===== config.mk =====
export PLATFORM = sky130hd
export DESIGN_NAME = line_window_gen
export DESIGN_NICKNAME = d
export VERILOG_FILES = /design/src/rtl/line_window_gen.sv
export SDC_FILE = /design/constraint.sdc
export NUM_CORES = 1
export LEC_CHECK = 0
export CAP_MARGIN = 10
export CORE_MARGIN = 3
export CORE_UTILIZATION = 55
export CTS_BUF_LIST = sky130_fd_sc_hd__clkbuf_2
export DETAILED_ROUTE_END_ITERATION = 7
export GPL_TIMING_DRIVEN = 0
export PLACE_DENSITY_LB_ADDON = 0.15
export SYNTH_ARGS = -nofsm -noshare
export SYNTH_HDL_FRONTEND = slang
export SYNTH_SLANG_ARGS = --single-unit

===== constraint.sdc =====
create_clock -name CLK -period 3.4 [get_ports CLK]
set_input_delay 0.68 -clock CLK [delete_from_list [all_inputs] [get_ports CLK]]
set_output_delay 0.68 -clock CLK [all_outputs]
set_load 0.005 [all_outputs]

===== src/rtl/line_window_gen.sv =====
// KxK sliding-window generator: chained line buffers feed a KxK shift register.
// Only windows lying fully inside the frame on the stride grid are flagged valid.
module line_window_gen #(
   parameter int IMG_Width  = 5,
   parameter int IMG_Height = 5,
   parameter int Datawidth  = 8,
   parameter int K          = 3,
   parameter int STRIDE     = 1
) (
   input  logic                            CLK,
   input  logic                            CLR,
   input  logic [Datawidth-1:0]            In,
   input  logic                            Valid_IN,
   output logic [K*K*Datawidth-1:0]        Win,
   output logic                            Valid_OUT,
   output logic [$clog2(IMG_Height)-1:0]   Out_Row,
   output logic [$clog2(IMG_Width)-1:0]    Out_Col,
   output logic                            Frame_Done
);

   localparam int DW = Datawidth;
   localparam int CW = $clog2(IMG_Width);
   localparam int RW = $clog2(IMG_Height);
   localparam int SW = (STRIDE > 1) ? $clog2(STRIDE) : 1;

   localparam logic [CW-1:0] COL_LAST  = CW'(IMG_Width - 1);
   localparam logic [CW-1:0] COL_FIRST = CW'(K - 1);
   localparam logic [RW-1:0] ROW_LAST  = RW'(IMG_Height - 1);
   localparam logic [RW-1:0] ROW_FIRST = RW'(K - 1);
   localparam logic [SW-1:0] PH_LAST   = SW'(STRIDE - 1);

   logic [CW-1:0]        col_q, col_d;
   logic [RW-1:0]        row_q, row_d;
   logic [SW-1:0]        cph_q, cph_d;
   logic [SW-1:0]        rph_q, rph_d;
   logic [K*K*DW-1:0]    win_q, win_d;
   logic                 valid_q, valid_d;
   logic [RW-1:0]        orow_q, orow_d;
   logic [CW-1:0]        ocol_q, ocol_d;
   logic                 done_q, done_d;

   logic [DW-1:0]        lb_q [K-1][IMG_Width];
   logic [DW-1:0]        tap  [K-1];
   logic                 accept;
   logic                 col_hit;
   logic                 row_hit;

   assign accept = Valid_IN & ~CLR;

   // tap[j] is the pixel from j+1 lines earlier in the column being accepted
   always_comb begin
      for (int j = 0; j < K-1; j++) begin
         tap[j] = lb_q[j][col_q];
      end
   end

   // Line-buffer RAM: read-before-write at the current column, no reset needed
   always_ff @(posedge CLK) begin
      if (accept) begin
         lb_q[0][col_q] <= In;
         for (int j = 1; j < K-1; j++) begin
            lb_q[j][col_q] <= tap[j-1];
         end
      end
   end

   always_comb begin
      col_d   = col_q;
      row_d   = row_q;
      cph_d   = cph_q;
      rph_d   = rph_q;
      win_d   = win_q;
      orow_d  = orow_q;
      ocol_d  = ocol_q;
      valid_d = 1'b0;
      done_d  = 1'b0;
      col_hit = (col_q >= COL_FIRST) && (cph_q == '0);
      row_hit = (row_q >= ROW_FIRST) && (rph_q == '0);

      if (Valid_IN) begin
         valid_d = col_hit && row_hit;
         done_d  = (row_q == ROW_LAST) && (col_q == COL_LAST);
         orow_d  = row_q;
         ocol_d  = col_q;

         for (int r = 0; r < K; r++) begin
            for (int c = 0; c < K-1; c++) begin
               win_d[(r*K+c)*DW +: DW] = win_q[(r*K+c+1)*DW +: DW];
            end
         end
         win_d[(K*K-1)*DW +: DW] = In;
         for (int r = 0; r < K-1; r++) begin
            win_d[(r*K+K-1)*DW +: DW] = tap[K-2-r];
         end

         // Phase counters track (pos-(K-1)) mod STRIDE once pos reaches K-1
         if (col_q == COL_LAST) begin
            col_d = '0;
            cph_d = '0;
            if (row_q == ROW_LAST) begin
               row_d = '0;
               rph_d = '0;
            end else begin
               row_d = row_q + RW'(1);
               if (row_q >= ROW_FIRST) begin
                  rph_d = (rph_q == PH_LAST) ? '0 : rph_q + SW'(1);
               end else begin
                  rph_d = '0;
               end
            end
         end else begin
            col_d = col_q + CW'(1);
            if (col_q >= COL_FIRST) begin
               cph_d = (cph_q == PH_LAST) ? '0 : cph_q + SW'(1);
            end else begin
               cph_d = '0;
            end
         end
      end
   end

   always_ff @(posedge CLK) begin
      if (CLR) begin
         col_q   <= '0;
         row_q   <= '0;
         cph_q   <= '0;
         rph_q   <= '0;
         win_q   <= '0;
         valid_q <= 1'b0;
         orow_q  <= '0;
         ocol_q  <= '0;
         done_q  <= 1'b0;
      end else begin
         col_q   <= col_d;
         row_q   <= row_d;
         cph_q   <= cph_d;
         rph_q   <= rph_d;
         win_q   <= win_d;
         valid_q <= valid_d;
         orow_q  <= orow_d;
         ocol_q  <= ocol_d;
         done_q  <= done_d;
      end
   end

   assign Win        = win_q;
   assign Valid_OUT  = valid_q;
   assign Out_Row    = orow_q;
   assign Out_Col    = ocol_q;
   assign Frame_Done = done_q;

endmodule


==> run summary <==
status = complete, no violations
critical path required time = 2.72 ns
buffers added on ports = 89
top cell type's share of synthesized area = 38.6%
Iteration-0 DRC Markers = 272
Reg area = 0.00412 mm^2
Top Ports = 91
Max Cap Viol = 0
Seq cells post-synth = 166
H-tree levels = 4
CTS clk-pin slew, worst paths = 0.20 ns
Simple-Gate Fraction of Synth Area = 8.98%
vias in the first global route = 4133
Initial Utilization = 56.9%
Remaining DRCs = 0
Slew Viols, Final = 0
area grow syn2layout = 21.3%
CTS tree = yes
wire length of the first global-routing pass = 21.2 mm
Num CTS Buffers = 17
Mean Syn Cell Area = 12.7 um^2
worst path cell trace = clkdlybuf4s50_1
Area contributors post-synth = edfxtp_1, dfxtp_1, mux2i_1, nor2_1, buf_2
antenna violations before repair = 0
peak supply drop = 0.000280 V
largest family of logic cells by synthesized area = multiplexers
Routed wire per std cell = 17.2 um
count leader, synth = nor2_1
hold buffers post-CTS = 0
post-synth net total = 505
vias per cell = 5.42
final setup margin = 0.991 ns
first drt pass iteration count = 4
Top FF cell, synth = dfxtp_1
Final Cycle Share = 70.9%
die area = 0.0126 mm^2
Max Freq = 0.415 GHz
total grt overflow = 0
site row count = 38
Setup Crit Path Kind = register to primary output
top post-synthesis cells by count = nor2_1, dfxtp_1, edfxtp_1, mux2i_1
share of layout cells above drive strength 1 = 10.4%
post_cts resized = 0
final WL = 13.0 mm
Lkg Pwr = 0.00286 uW
cell count after synthesis = 489
pin count of the biggest net entering global routing = 17
antenna viol nets, final = 0
layout net count = 619
clk buf depth = 2
Yosys cell types = 40
skew final = 0.0242 ns
die span in y = 112 um
global placement routability congestion = 0.866
final setup fails = 0
sequential share of the synthesized area = 66.2%
Final Hold Viols = 0
total power = 3510 uW
Core ar. = 0.0109 mm^2
# diodes = 0
pwr dens = 465 mW/mm^2
R2R depth = 6
# clock sinks = 166
Critical Path Max Stage Delay = 0.55 ns
Tmin final = 2.41 ns
CP Max Fanout = 3
Post-synth ARST share = 0%
CP max stage cell = clkdlybuf4s50_1
Hold Path Cell Cnt = 3
CP delay by family, top = buffers and inverters
clk_lat worst skew = 0.71 ns
RSZ-0062 raised after global routing = false
Synth Area in Adders = 1.00%
Filler cells = 852
setup bufs post-CTS = 0
Slew @ Worst Pin = 1.00 ns
Setup crit end kind = primary output
mux cell area share after synthesis = 13.8%
clock root buffer master = clkbuf_2
DP HPWL = 9.56 mm
Die X = 112 um
Synth Area in XOR/XNOR = 0.141%
area leader, netlist = edfxtp_1
Ys Warns = 0
worst hold path type = primary input to register
EDFF count, synth = 80
worst reg-to-reg setup slack = 1.06 ns
multi-input logic area = 0.00194 mm^2
Post-Syn Area = 0.00623 mm^2
vias = 4100
CP arrival = 1.73 ns
Setup WS pre-CTS = 0.590 ns
gr usage total = 21.7%
worst rel slew slack = 33.0%
Startpoint Class = register
Buf/Inv on CP = 1
critical path depth in cells = 1
Synth Area in Compound Gates = 6.97%
==> where the power goes <==
part / total, uW / internal [uW] / switching, uW
clock network: 864 / 271 / 593
registers: 2230 / 2180 / 46.2
logic: 421 / 197 / 224
==> metal layers <==
metal / global-route usage [%] / share of wire (%) / vias up / wire [um]
li1: - / - / 1977 / -
met1: 25.7 / 41 / 1966 / 5290
met2: 37.9 / 51 / 136 / 6650
met3: 5.55 / 6.2 / 21 / 812
met4: 8.65 / 2.1 / 0 / 270
met5: 0 / 0 / - / 0
==> worst paths after layout <==
check / start / to
min reg2reg: Win[28] / Win[28]
max: Win[16] / Win[16]
min: Valid_IN / col_q[0]
max reg2reg: col_q[2] / lb_q[0][6]
==> worst register-to-register path: cells and delay by family, from the launching register on <==
| kind | cells | cell delay (ns) |
|---|---|---|
| AND/OR/NAND/NOR | 2 | 0.87 |
| flip-flops | 1 | 0.35 |
| buffers and inverters | 4 | 0.87 |
==> area by class of cell <==
class | instances | share of cell area, %
Multi-Input combinational cell | 285 | 25.7
Tap cell | 140 | 2.32
Timing Repair Buffer | 95 | 12.6
Sequential cell | 166 | 54.6
Clock inverter | 8 | 0.779
Buffer | 30 | 2.00
Clock buffer | 24 | 1.59
Inverter | 8 | 0.398
==> kinds of logic (layout without fill, tap and decap cells) <==
logic type / Yosys count / count (layout)
buffers and inverters: 38 / 165
AO/OA/AOI/OAI: 59 / 59
adder cells (fa/ha/maj): 5 / 5
AND/OR/NAND/NOR: 135 / 135
flip-flops: 166 / 166
multiplexers: 85 / 85
XOR/XNOR: 1 / 1
==> through the flow <==
stage / util [%] / hold slack, ns / TNS [ns] / instances / area, um^2
CTS: 69.1 / 0.345 / 0 / 756 / 7550
finish: 69.1 / 0.412 / 0 / 756 / 7550
floorplan: - / 0.473 / 0 / 489 / 6230
global route: 69.1 / 0.365 / 0 / 756 / 7550
global placement: 66.7 / 0.472 / -37.58 / 718 / 7290
detailed placement: 67.4 / 0.483 / 0 / 724 / 7370
==> state kept, by name (all words and copies together) (netlist names) <==
signal	flops
lb_q	80
Win	72
Out_Col	3
Out_Row	3
col_q	3
row_q	3
Frame_Done	1
Valid_OUT	1
==> layout by cell type (no fill, tap or decap), types with 7 or more instances in the layout <==
cell type        netlist  routed
mux2i_1               80      80
clkbuf_2               0      24
edfxtp_1              80      80
a21oi_1                9       9
nand2_1               13      13
clkdlybuf4s50_1        0      89
nor2_1                99      99
buf_2                 13      13
clkbuf_1              11      11
dfxtp_1               86      86
clkinv_1               2       7
(Power assumes the default switching activity.)
==> RTL edit, RTL diff (config.mk and constraints unchanged) <==
`IMG_Width`: 5 -> 10.
--- a/src/rtl/line_window_gen.sv
+++ b/src/rtl/line_window_gen.sv
@@ -2,5 +2,5 @@
 // Only windows lying fully inside the frame on the stride grid are flagged valid.
 module line_window_gen #(
-   parameter int IMG_Width  = 5,
+   parameter int IMG_Width  = 10,
    parameter int IMG_Height = 5,
    parameter int Datawidth  = 8,
Interface: changed (resized Out_Col); port bits go from 91 to 92. The function was not compared with the original's and may differ.
==> RTL edit against the original RTL <==
- via count grew 45%
- setup slack lost 0.47 ns
- wire length grew 68%
- final area is 51% higher
- area after synthesis rose by 52%
- global-route usage grew 2.4 points
- power rose by 64%
- sequential cell count up 82
- final cell count rose by 42%
- sequential share of layout area up 3.2 points
- largest cell class unchanged
==> RTL edit: results (changes against the original RTL) <==
Worst setup path
  – CP max stage delay: 0.80 ns (+0.25 ns)
  – Max stage delay cell, worst path: nor4_2
  – Critical path fanouts, max: 10 (+7)
  – R2r worst-path depth: 7 (+1)
  – Worst setup startpoint: col_q[1]
  – Worst setup endpoint: lb_q[0][30]

Outcome
  – Status: finished, final reports clean

Yosys
  – Compound-gate portion of the synthesized area: 5.93% (-1.0 points)
  – Top post-synthesis cells by area: edfxtp_1 (51%), dfxtp_1 (19%), mux2i_1 (12%), nor2_1 (4.5%), mux4_2 (2.4%)
  – Sequential share of the synthesized area: 69.5% (+3.3 points)
  – Post-synth top cells: edfxtp_1 (160), nor2_1 (113), mux2i_1 (110)
  – Area share of fa/ha/maj cells after synthesis: 0.265% (-0.74 points)
  – Synth Area in XOR/XNOR: 0.185% (+0.045 points)
  – Number of enable flip-flop cells after synthesis: 160 (+100%)
  – Syn Std Cell Area: 9450 um^2 (+52%)
  – Fraction of synthesized area in multiplexers: 14.0% (+0.27 points)
  – Post-synthesis cell type count: 46 (+15%)
  – Mapped Nets: 657 (+30%)
  – Synth Instances: 644 (+32%)

Clocking
  – Latest clock arrival within the worst-skew pair: 0.85 ns (+0.14 ns)
  – Clock slew seen by the registers of the worst setup and hold paths: 0.12 ns (-0.08 ns)
  – Max Buffers Root-to-Sink: 3 (+1)

Finish
  – Largest register FFs: 160 (+100%)
  – Buffers, non-clock: 147 (+18%)
  – Clkbuf count: 86 (+260%)
  – FILL cells: 1,244 (+46%)
  – Reg area: 6570 um^2 (+59%)
  – Number of non-clock inverters: 4 (-4)
  – Layout non-clock buf frac: 11.5% (-3.1 points)
  – Seq_cells: 248 (+49%)
  – Final nets: 822 (+33%)
  – Clock network share of area: 4.82% (+2.5 points)
  – Non-filler cells in the finished layout: 1,076 (+42%)
  – Multi-input gates: 349 (+22%)
  – Area of the multi-input gates: 2660 um^2 (+37%)

Global route
  – First-pass GRT wire length: 34,000 um (+60%)
  – M1 GR Usage: 29.9% (+4.2 points)
  – Met3 global-route usage: 5.22% (-0.33 points)
  – Met2 Use GR: 41.8% (+3.9 points)
  – Vias in the first global route: 6,233 (+51%)

Placed design
  – IO Port Bufs: 90 (+1.1%)
  – Placement Cell Area: 10,800 um^2 (+47%)
  – Placed insts: 968 (+34%)
  – GP Congestion: 0.838 (-3.2%)
  – Worst slack, placed: 0.117 ns (-0.473 ns)
  – Post-DP HPWL: 14,600 um (+53%)

STA
  – Rel. slew slack: 31.9% (-1.1 points)
  – Clock Skew: 0.0463 ns (+0.0221 ns)
  – Setup ws final: 0.518 ns (-0.473 ns)

Routing
  – DRT Pass-1 Iters: 5 (+1)
  – DRT iter0 DRCs: 526 (+93%)
  – Total number of vias: 5,948 (+45%)
  – Drt wl/cell: 20.3 um (+18%)
  – Post-Route M1 WL: 8920 um (+69%)

Power and ir drop
  – Maximum vdd drop: 0.329 mV (+17%)
  – Leak: 0.00414 uW (+45%)
-- RTL edit: changes by cell type in the layout (fill, tap and decap cells not counted), moves of 7 or more --
cell / delta
mux4_2: +10
o22ai_1: +7
mux2i_1: +30
clkinv_1: +10
clkbuf_2: +63
nor2_1: +11
edfxtp_1: +80
-- RTL edit: worst min path at each step --
stage | from | end | slack (ns) | depth (start not counted)
5_1_grt | Valid_IN | Valid_OUT | 0.30 | 3
3_3_place_gp | Out_Col[0] | Out_Col[0] | 0.46 | 2
6_report | Valid_IN | Valid_OUT | 0.33 | 3
2_1_floorplan | Out_Col[0] | Out_Col[0] | 0.46 | 2
4_1_cts | Valid_IN | Valid_OUT | 0.25 | 3
3_5_place_dp | Out_Col[0] | Out_Col[0] | 0.47 | 2
-- RTL edit: power breakdown --
group	switching, uW	total, uW	internal, uW
Clock	1150	1900	759
Combinational	308	539	231
Sequential	42.3	3340	3300
